<file path="src/rtl/mux16_sched_pkg.sv">
// mux16_sched_pkg: shared types and helpers for the 16:1 mux read scheduler.
//   state_e : scheduler FSM states (IDLE, SETTLE, SAMPLE)
//   NREQ    : number of requesters / mux inputs
//   SEL_W   : width of the mux select
//   onehot  : select index -> one-hot acknowledge vector
package mux16_sched_pkg;
  localparam int NREQ  = 16;
  localparam int SEL_W = 4;

  typedef enum logic [1:0] {IDLE, SETTLE, SAMPLE} state_e;

  function automatic logic [NREQ-1:0] onehot(input logic [SEL_W-1:0] sel);
    logic [NREQ-1:0] v;
    v      = '0;
    v[sel] = 1'b1;
    return v;
  endfunction
endpackage

</file>
<file path="src/rtl/mux16_sched_if.sv">
// mux16_sched_if: requester and mux-side signals of the scheduler.
//   req/sched_en     : requester side into the scheduler
//   ack/rdata/busy   : scheduler back to the requesters
//   mux_sel/mux_dis  : scheduler drives the shared mux
//   mux_out          : mux output bit into the scheduler
// master = requesters + mux (environment), slave = scheduler.
interface mux16_sched_if;
  import mux16_sched_pkg::*;

  logic [NREQ-1:0]  req;
  logic             sched_en;
  logic [NREQ-1:0]  ack;
  logic             rdata;
  logic             busy;
  logic [SEL_W-1:0] mux_sel;
  logic             mux_dis;
  logic             mux_out;

  modport master (output req, sched_en, mux_out,
                  input  ack, rdata, busy, mux_sel, mux_dis);
  modport slave  (input  req, sched_en, mux_out,
                  output ack, rdata, busy, mux_sel, mux_dis);
endinterface

</file>
<file path="src/rtl/mux16_sched_rr_pick16.sv">
// rr_pick16: combinational round-robin picker.
//   req[15:0] : pending requests
//   ptr[3:0]  : highest-priority index this round
//   grant     : first set req bit at or above ptr, wrapping 15 -> 0
//   any_req   : at least one request pending (grant is only meaningful then)
module rr_pick16
  import mux16_sched_pkg::*;
(
  input  logic [NREQ-1:0]  req,
  input  logic [SEL_W-1:0] ptr,
  output logic [SEL_W-1:0] grant,
  output logic             any_req
);
  always_comb begin
    grant   = ptr;
    any_req = |req;
    // Scan from the farthest offset down so the nearest set bit wins last.
    // The 4-bit add gives the wrap for free.
    for (int k = NREQ-1; k >= 0; k--) begin
      if (req[ptr + SEL_W'(k)]) grant = ptr + SEL_W'(k);
    end
  end
endmodule

</file>
<file path="src/rtl/mux16_sched.sv">
// mux16_sched: round-robin owner of a shared 16:1 data-select mux.
//   clk, rst_n : clock, asynchronous active-low reset
//   bus        : mux16_sched_if.slave (req, sched_en, mux_out in;
//                ack, rdata, busy, mux_sel, mux_dis out)
// Parameter SETTLE_CYC (1..15): cycles the selected input settles before
// it is sampled.
// Build option MUX16_SCHED_SYNC_EN: mux_out goes through a two-flop
// synchronizer and the settle window grows by two cycles to cover it.
module mux16_sched
  import mux16_sched_pkg::*;
#(
  parameter int SETTLE_CYC = 2
) (
  input  logic         clk,
  input  logic         rst_n,
  mux16_sched_if.slave bus
);
`ifdef MUX16_SCHED_SYNC_EN
  localparam int SETTLE_LEN = SETTLE_CYC + 2;
`else
  localparam int SETTLE_LEN = SETTLE_CYC;
`endif
  localparam logic [4:0] CNT_LOAD = 5'(SETTLE_LEN);

  state_e           state, state_nxt;
  logic [SEL_W-1:0] ptr, sel, win;
  logic [4:0]       cnt;
  logic             dis, rd, any_req, start, samp_bit;
  logic [NREQ-1:0]  ack;

  rr_pick16 u_pick (.req(bus.req), .ptr(ptr), .grant(win), .any_req(any_req));

`ifdef MUX16_SCHED_SYNC_EN
  // Reset to 1 to match what a disabled mux drives.
  logic sync1, sync2;
  always_ff @(posedge clk or negedge rst_n) begin
    if (!rst_n) begin
      sync1 <= 1'b1;
      sync2 <= 1'b1;
    end else begin
      sync1 <= bus.mux_out;
      sync2 <= sync1;
    end
  end
  assign samp_bit = sync2;
`else
  assign samp_bit = bus.mux_out;
`endif

  assign start = (state == IDLE) && bus.sched_en && any_req;

  always_ff @(posedge clk or negedge rst_n) begin
    if (!rst_n) state <= IDLE;
    else        state <= state_nxt;
  end

  always_comb begin
    state_nxt = state;
    unique case (state)
      IDLE:    if (start)      state_nxt = SETTLE;
      SETTLE:  if (cnt == 5'd1) state_nxt = SAMPLE;
      SAMPLE:                  state_nxt = IDLE;
      default:                 state_nxt = IDLE;
    endcase
  end

  // Datapath. ack is a single-cycle pulse: cleared every edge unless SAMPLE.
  // sel is only loaded at a grant, so the winner is frozen against req changes.
  always_ff @(posedge clk or negedge rst_n) begin
    if (!rst_n) begin
      ptr <= '0;
      cnt <= '0;
      sel <= '0;
      dis <= 1'b1;
      ack <= '0;
      rd  <= 1'b0;
    end else begin
      ack <= '0;
      unique case (state)
        IDLE: if (start) begin
          sel <= win;
          dis <= 1'b0;
          cnt <= CNT_LOAD;
        end
        SETTLE: cnt <= cnt - 5'd1;
        SAMPLE: begin
          rd  <= samp_bit;
          ack <= onehot(sel);
          dis <= 1'b1;
          ptr <= sel + 4'd1;
        end
        default: ;
      endcase
    end
  end

  assign bus.mux_sel = sel;
  assign bus.mux_dis = dis;
  assign bus.ack     = ack;
  assign bus.rdata   = rd;
  assign bus.busy    = (state != IDLE);
endmodule
</file>
<file path="src/flat_wrapper.sv">
// flat-port wrapper written by rule: the top's interface ports become plain ports
module mux16_sched_flat import mux16_sched_pkg::*;
#(
  parameter int SETTLE_CYC = 2
)
  (clk, rst_n, bus_req, bus_sched_en, bus_mux_out, bus_ack, bus_rdata, bus_busy, bus_mux_sel, bus_mux_dis);
  mux16_sched_if bus_i ();
  input  logic clk;
  input  logic rst_n;
  input wire logic [$bits(bus_i.req)-1:0] bus_req;
  input wire logic [$bits(bus_i.sched_en)-1:0] bus_sched_en;
  input wire logic [$bits(bus_i.mux_out)-1:0] bus_mux_out;
  output wire logic [$bits(bus_i.ack)-1:0] bus_ack;
  output wire logic [$bits(bus_i.rdata)-1:0] bus_rdata;
  output wire logic [$bits(bus_i.busy)-1:0] bus_busy;
  output wire logic [$bits(bus_i.mux_sel)-1:0] bus_mux_sel;
  output wire logic [$bits(bus_i.mux_dis)-1:0] bus_mux_dis;
  assign bus_i.req = bus_req;
  assign bus_i.sched_en = bus_sched_en;
  assign bus_i.mux_out = bus_mux_out;
  assign bus_ack = bus_i.ack;
  assign bus_rdata = bus_i.rdata;
  assign bus_busy = bus_i.busy;
  assign bus_mux_sel = bus_i.mux_sel;
  assign bus_mux_dis = bus_i.mux_dis;
  mux16_sched #(.SETTLE_CYC(SETTLE_CYC)) u_core (.clk(clk), .rst_n(rst_n), .bus(bus_i));
endmodule
</file>
<file path="config.mk">
export PLATFORM = sky130hd
export DESIGN_NAME = mux16_sched_flat
export DESIGN_NICKNAME = d
export VERILOG_FILES = /design/src/rtl/mux16_sched_pkg.sv /design/src/rtl/mux16_sched_if.sv /design/src/rtl/mux16_sched_rr_pick16.sv /design/src/rtl/mux16_sched.sv /design/src/flat_wrapper.sv
export SDC_FILE = /design/constraint.sdc
export NUM_CORES = 1
export LEC_CHECK = 0
export ABC_AREA = 0
export CORE_MARGIN = 3
export CORE_UTILIZATION = 57
export DETAILED_ROUTE_END_ITERATION = 10
export PLACE_DENSITY = 0.79
export SETUP_SLACK_MARGIN = 0.5
export SLEW_MARGIN = 25
export SYNTH_ARGS = -nofsm -noshare
export SYNTH_HDL_FRONTEND = slang
export SYNTH_SLANG_ARGS = --single-unit
</file>
<file path="constraint.sdc">
create_clock -name clk -period 4.75 [get_ports clk]
set_input_delay 1.425 -clock clk [delete_from_list [all_inputs] [get_ports clk]]
set_output_delay 1.425 -clock clk [all_outputs]
set_load 0.01 [all_outputs]
</file>
Word level (Yosys, flattened, before mapping)
Index checks and enable logic that the tools add are counted.

operators by class
  $add $sub $neg = 17
  order comparisons = 18
  eq/ne operators = 5
  muxes and demuxes = 58
  reductions and logical operators = 12

operators by type and width
  kind                   number
  $lt A4 B5 Y1 const B   17
  $bmux W1 S4            16
  $mux W4                16
  $add A4 B4 Y4 const B  8
  $mux W1                18
  $add A4 B3 Y4 const B  4
  $mux W16               1
  $reduce_or A16 Y1      1
  $pmux W5 S2            1
  $add A4 B1 Y4 const B  2
  $add A4 B2 Y4 const B  2
  $reduce_and A2 Y1      4
  $reduce_bool A2 Y1     3
  $eq A5 B1 Y1 const B   1
  $mux W5                1
  $sub A5 B1 Y5 const B  1
  $demux W1 S4           1
  $ge A4 B1 Y1 const B   1
  $mux W2                2
  $ne A2 B1 Y1 const B   2
  $pmux W2 S2            1
  $logic_and A1 B1 Y1    3
  $eq A2 B1 Y1 const B   1
  $eq A2 B2 Y1 const B   1
  other kinds (2)        2

storage, ports and cells
  flip-flop bits (word level) = 33
  input bits = 20
  output and inout port bits = 23

Depth between registers and ports, before layout
  depth after elaboration = 19
  mapped depth = 15
  gate-level depth less buffers = 11

Hierarchy
Synthesis repeated with hierarchy kept, for this count alone.

second synthesis, totals
  cell total of the unflattened synthesis = 378
  area, all modules = 3,751.1 sq um

by module, submodules not included
  module       times used  cells each  area an instance (sq um)  seq. area each (sq um)
  rr_pick16    1           267         2,351.0                   0.0
  mux16_sched  1           111         1,400.1                   827.0

Worst setup path after synthesis
Ideal clock, no wire load.

  kind = input port to flip-flop
  start = input bus_req[5]
  end = register u_core.sel[2], in the netlist u_core.bus.mux_sel[2]
  data arrival time = 3,567 ps
  required time = 4,668 ps
  setup slack = 1,102 ps
  stages on the path = 8
  path buffers = 0
  cell sequence = mux4_2 -> mux4_2 -> or2_1 -> clkinv_1 -> o221ai_2 -> or3_1 -> a41o_1 -> a31oi_1

between the ends
  word-level cells in the longest chain between the ends = 18

ends and longest elaborated chain
  what                           line                         source
  start: declaration             flat_wrapper.sv:10           input wire logic [$bits(bus_i.req)-1:0] bus_req;
  $bmux W1 S4                    mux16_sched_rr_pick16.sv:20  if (req[ptr + SEL_W'(k)]) grant = ptr + SEL_W'(k);
  $mux W1 (implied by the code)  mux16_sched_rr_pick16.sv:20
  $mux W4 (16 in series)         mux16_sched_rr_pick16.sv:20
  end signal: assignment         mux16_sched.sv:81            sel <= win;
  end: declaration               mux16_sched.sv:26            logic [SEL_W-1:0] ptr, sel, win;

Parallel ways exist; a longest one is shown, timed or not. The select of a mux whose other input is x is not followed.
A chain may end at the register's enable or synchronous reset.

Worst setup path after layout
  start = input bus_req[13]
  end = register u_core.sel[1], in the netlist u_core.bus.mux_sel[1]

Same word-level chain as after synthesis.

==> results_dict.tcl <==
set metrics [dict create \
    drt-initial-drc-count 318 \
    antenna_found_initial 0 \
    cts_buffers 5 \
    dpl_cell_area_mm2 0.00388 \
    grt_max_degree 34 \
    synthCells 353 \
    synth_ff_type "dfrtp_1" \
    cp.arrival_ps 4240 \
    rows 27 \
    worst_pin_slew_ps 908 \
    cpMostUsedCell "mux2i_1" \
    placed_cells 459 \
    cp_cell_sequence "clkdlybuf4s50_1 -> mux4_2 -> mux2i_1 -> mux2i_1 -> a211oi_1 -> o211a_1 -> o221ai_1 -> a2111oi_1 -> o21ai_1" \
    synth.cell_area_mm2 0.00338 \
    rsz0062_at_grt "no" \
    critPathMaxFanout 7 \
    grt_pass1_wl_um 14500 \
    gp_congestion 0.978 \
    final_cells 466 \
    seq_area_frac_synth_pct 24.5 \
    drtPass1Iterations 5 \
    slew_headroom_pct 39.4 \
    p_seq_share_pct 16.7 \
    synth_edf_count 0 \
    crit_path_top_delay_cell "mux4_2" \
    cts.sinks 33 \
    num-nets-final 427 \
    p_sw_uw 1250 \
    critPathTopFamily "compound AO/OA/AOI/OAI gates" \
    layout_min_cycle_time_ps 4080 \
    crit_buf_inv 1 \
    cp.required_ps 4910 \
    port_buffers 42 \
    synth_seq_cells 33 \
    wl_per_cell_um 19.5 \
    yosys_warnings 0 \
    startpoint_type "primary input" \
    finalSetupViolCount 0 \
    netlist-cell-type-count 60 \
    leakage_uw 0.00164 \
    final-max-slew-violation-count 0 \
    grt-ovfl-total 0 \
    fin_worst_skew_ps 3.73 \
    vias_per_cell 6.62 \
    wirelength_um 9110 \
    postCtsHoldBufs 0 \
    postRouteAntennaNets 0 \
    status "finished, final reports clean" \
    drive_gt1_share_pct 15.7 \
    end_kind "flop" \
    avgSynthCellArea_um2 9.58 \
    hold_violations 0 \
    p_sw_share_pct 48.8 \
    clk_pin_slew_ps 60 \
    period_share_pct 85.9 \
    synth_nets 386 \
    die_x_um 83.0 \
    powerDensity_mw_per_mm2 647 \
    drc 0 \
    grtUsageTotal_pct 26.1 \
    start_util_pct 60.3 \
    fmax_ghz 0.245 \
    fin_area_mm2 0.00397 \
    vias 3086 \
    cts_root_buf "clkbuf_8" \
    setup-tns-final_ps 0 \
    core-area_mm2 0.00561 \
    dp_hpwl_um 6870 \
    hp-class "flop to flop" \
    cts_tree "yes" \
    maxCapViolCount 0 \
    io_pins 43 \
    grt_pass1_vias 2870 \
    crit_type "primary input to flop" \
    die_y_um 83.0 \
    p_clk_share_pct 8.2 \
    combPwrFrac_pct 75.1 \
    cpPeakStageDelay_ps 580 \
    htree_levels 2 \
    p_int_uw 1310 \
    area_delta_synth_final_pct 17.3 \
    cts_max_path_buffers 2 \
    postCtsSetupRepairBufs 0 \
    peakVddDrop_uv 269 \
    die-area_mm2 0.00689 \
    num_antenna_cells 0 \
    clk_latency_ps 280 \
    async_flop_share_pct 100 \
]
[path summary, 6_finish.rpt]
path	from	endpoint	slack, ps	cells after the start
setup / recovery	bus_req[13]	u_core.bus.mux_sel[1]	670	9
hold / removal	u_core.bus.mux_dis	u_core.bus.mux_dis	510	1
setup reg to reg	u_core.ptr[1]	u_core.bus.mux_sel[2]	1070	11
hold reg to reg	u_core.bus.mux_dis	u_core.bus.mux_dis	510	1
max in group asynchronous	rst_n	u_core.bus.mux_dis	2880	2
min in group asynchronous	rst_n	u_core.bus.ack[14]	1540	2
[worst reg2reg max path: stages, from the launching register on]
cell and delay [ps]:
dfrtp_1 360, inv_2 130, ha_1 800, mux4_2 670, mux2i_1 220, mux2i_1 200
a211o_1 340, a21oi_1 160, a31oi_1 50, or3_1 310, a41o_1 210, a31oi_1 150
[logic make-up (layout without fill, tap and decap cells)]
family	after synthesis	count (layout)	synth area share (%)
AND/OR/NAND/NOR	108	108	14.9
AO/OA/AOI/OAI	80	80	15.6
multiplexers	65	65	30.8
buffers and inverters	39	80	5.03
flip-flops	33	33	24.5
XOR/XNOR	15	15	4.33
adder cells (fa/ha/maj)	13	13	4.81
[routing by layer]
metal  track usage, %  share of wire [%]
met1             37.2                 44
met4             6.39                1.4
met3             3.67                7.1
met5                0                  0
met2             42.3                 48
[power groups by stage]
stage,Clock [uW],Combinational (uW),Sequential (uW)
after floorplan,0,1420,407
after global placement,0,1860,425
after detailed placement,0,1870,429
after CTS,214,1880,426
after global routing,232,2070,437
final,210,1930,428
[state kept, by name, summed over array words and instances (netlist names)]
| signal | cells |
|---|---|
| u_core.bus.rdata | 1 |
| u_core.bus.mux_dis | 1 |
| u_core.bus.mux_sel | 4 |
| u_core.cnt | 5 |
| u_core.state | 2 |
| u_core.bus.ack | 16 |
| u_core.ptr | 4 |
[cell type report]
class / instances / area (um^2)
sequential: 33 / 827
clock buffer: 7 / 86.3
fill: 450 / 1640
tap: 72 / 90.1
timing repair buffer: 53 / 503
multi-input combinational: 281 / 2390
inverter: 20 / 75.1
[cells in the final DEF (no fill, tap or decap), types with 3 or more instances in the layout]
| master | n |
|---|---|
| clkdlybuf4s50_1 | 42 |
| nor2_1 | 36 |
| dfrtp_1 | 32 |
| nand2_1 | 31 |
| mux4_2 | 29 |
| mux2i_1 | 22 |
| o21ai_0 | 18 |
| inv_1 | 17 |
| a21oi_1 | 17 |
| ha_1 | 13 |
| buf_4 | 11 |
| xor2_1 | 7 |
| nand3_1 | 7 |
| mux2_2 | 7 |
| nand2b_1 | 6 |
| mux2_1 | 6 |
| xnor2_1 | 6 |
| a31oi_1 | 6 |
| clkbuf_8 | 6 |
| nor3_1 | 5 |
| nor4_1 | 5 |
| nor2b_1 | 4 |
| o22ai_1 | 4 |
| o21ai_1 | 4 |
| o211ai_1 | 3 |
| a211oi_1 | 3 |
| and2_1 | 3 |
[repair_timing]
action                                  4_1_cts  5_1_grt
gates resized for setup                       0        1
endpoints found under the setup margin        0        1
endpoints found under the hold margin         0        0
[cell usage after synthesis (all sizes together), types with 8 or more instances]
cell type / instances / area share [%]
a21oi: 17 / 2.5
mux4: 29 / 19
nand2: 31 / 3.4
ha: 13 / 4.8
dfrtp: 32 / 24
o21ai: 22 / 3.3
xnor2: 8 / 2.5
nor2: 36 / 4.0
mux2: 13 / 4.3
inv: 19 / 2.1
mux2i: 23 / 7.2
clkbuf: 12 / 1.3
[through the flow]
| stage | hold WS, ps | total power (uW) | setup slack, ps | util, % |
|---|---|---|---|---|
| after floorplan | 458 | 1830 | 1100 | - |
| after global placement | 481 | 2280 | 425 | 69.2 |
| after detailed placement | 503 | 2300 | 389 | 69.2 |
| after CTS | 513 | 2520 | 674 | 70.7 |
| after global routing | 533 | 2740 | 527 | 70.7 |
| final | 512 | 2570 | 669 | 70.7 |
No activity file was read; power rests on OpenSTA's default activity.
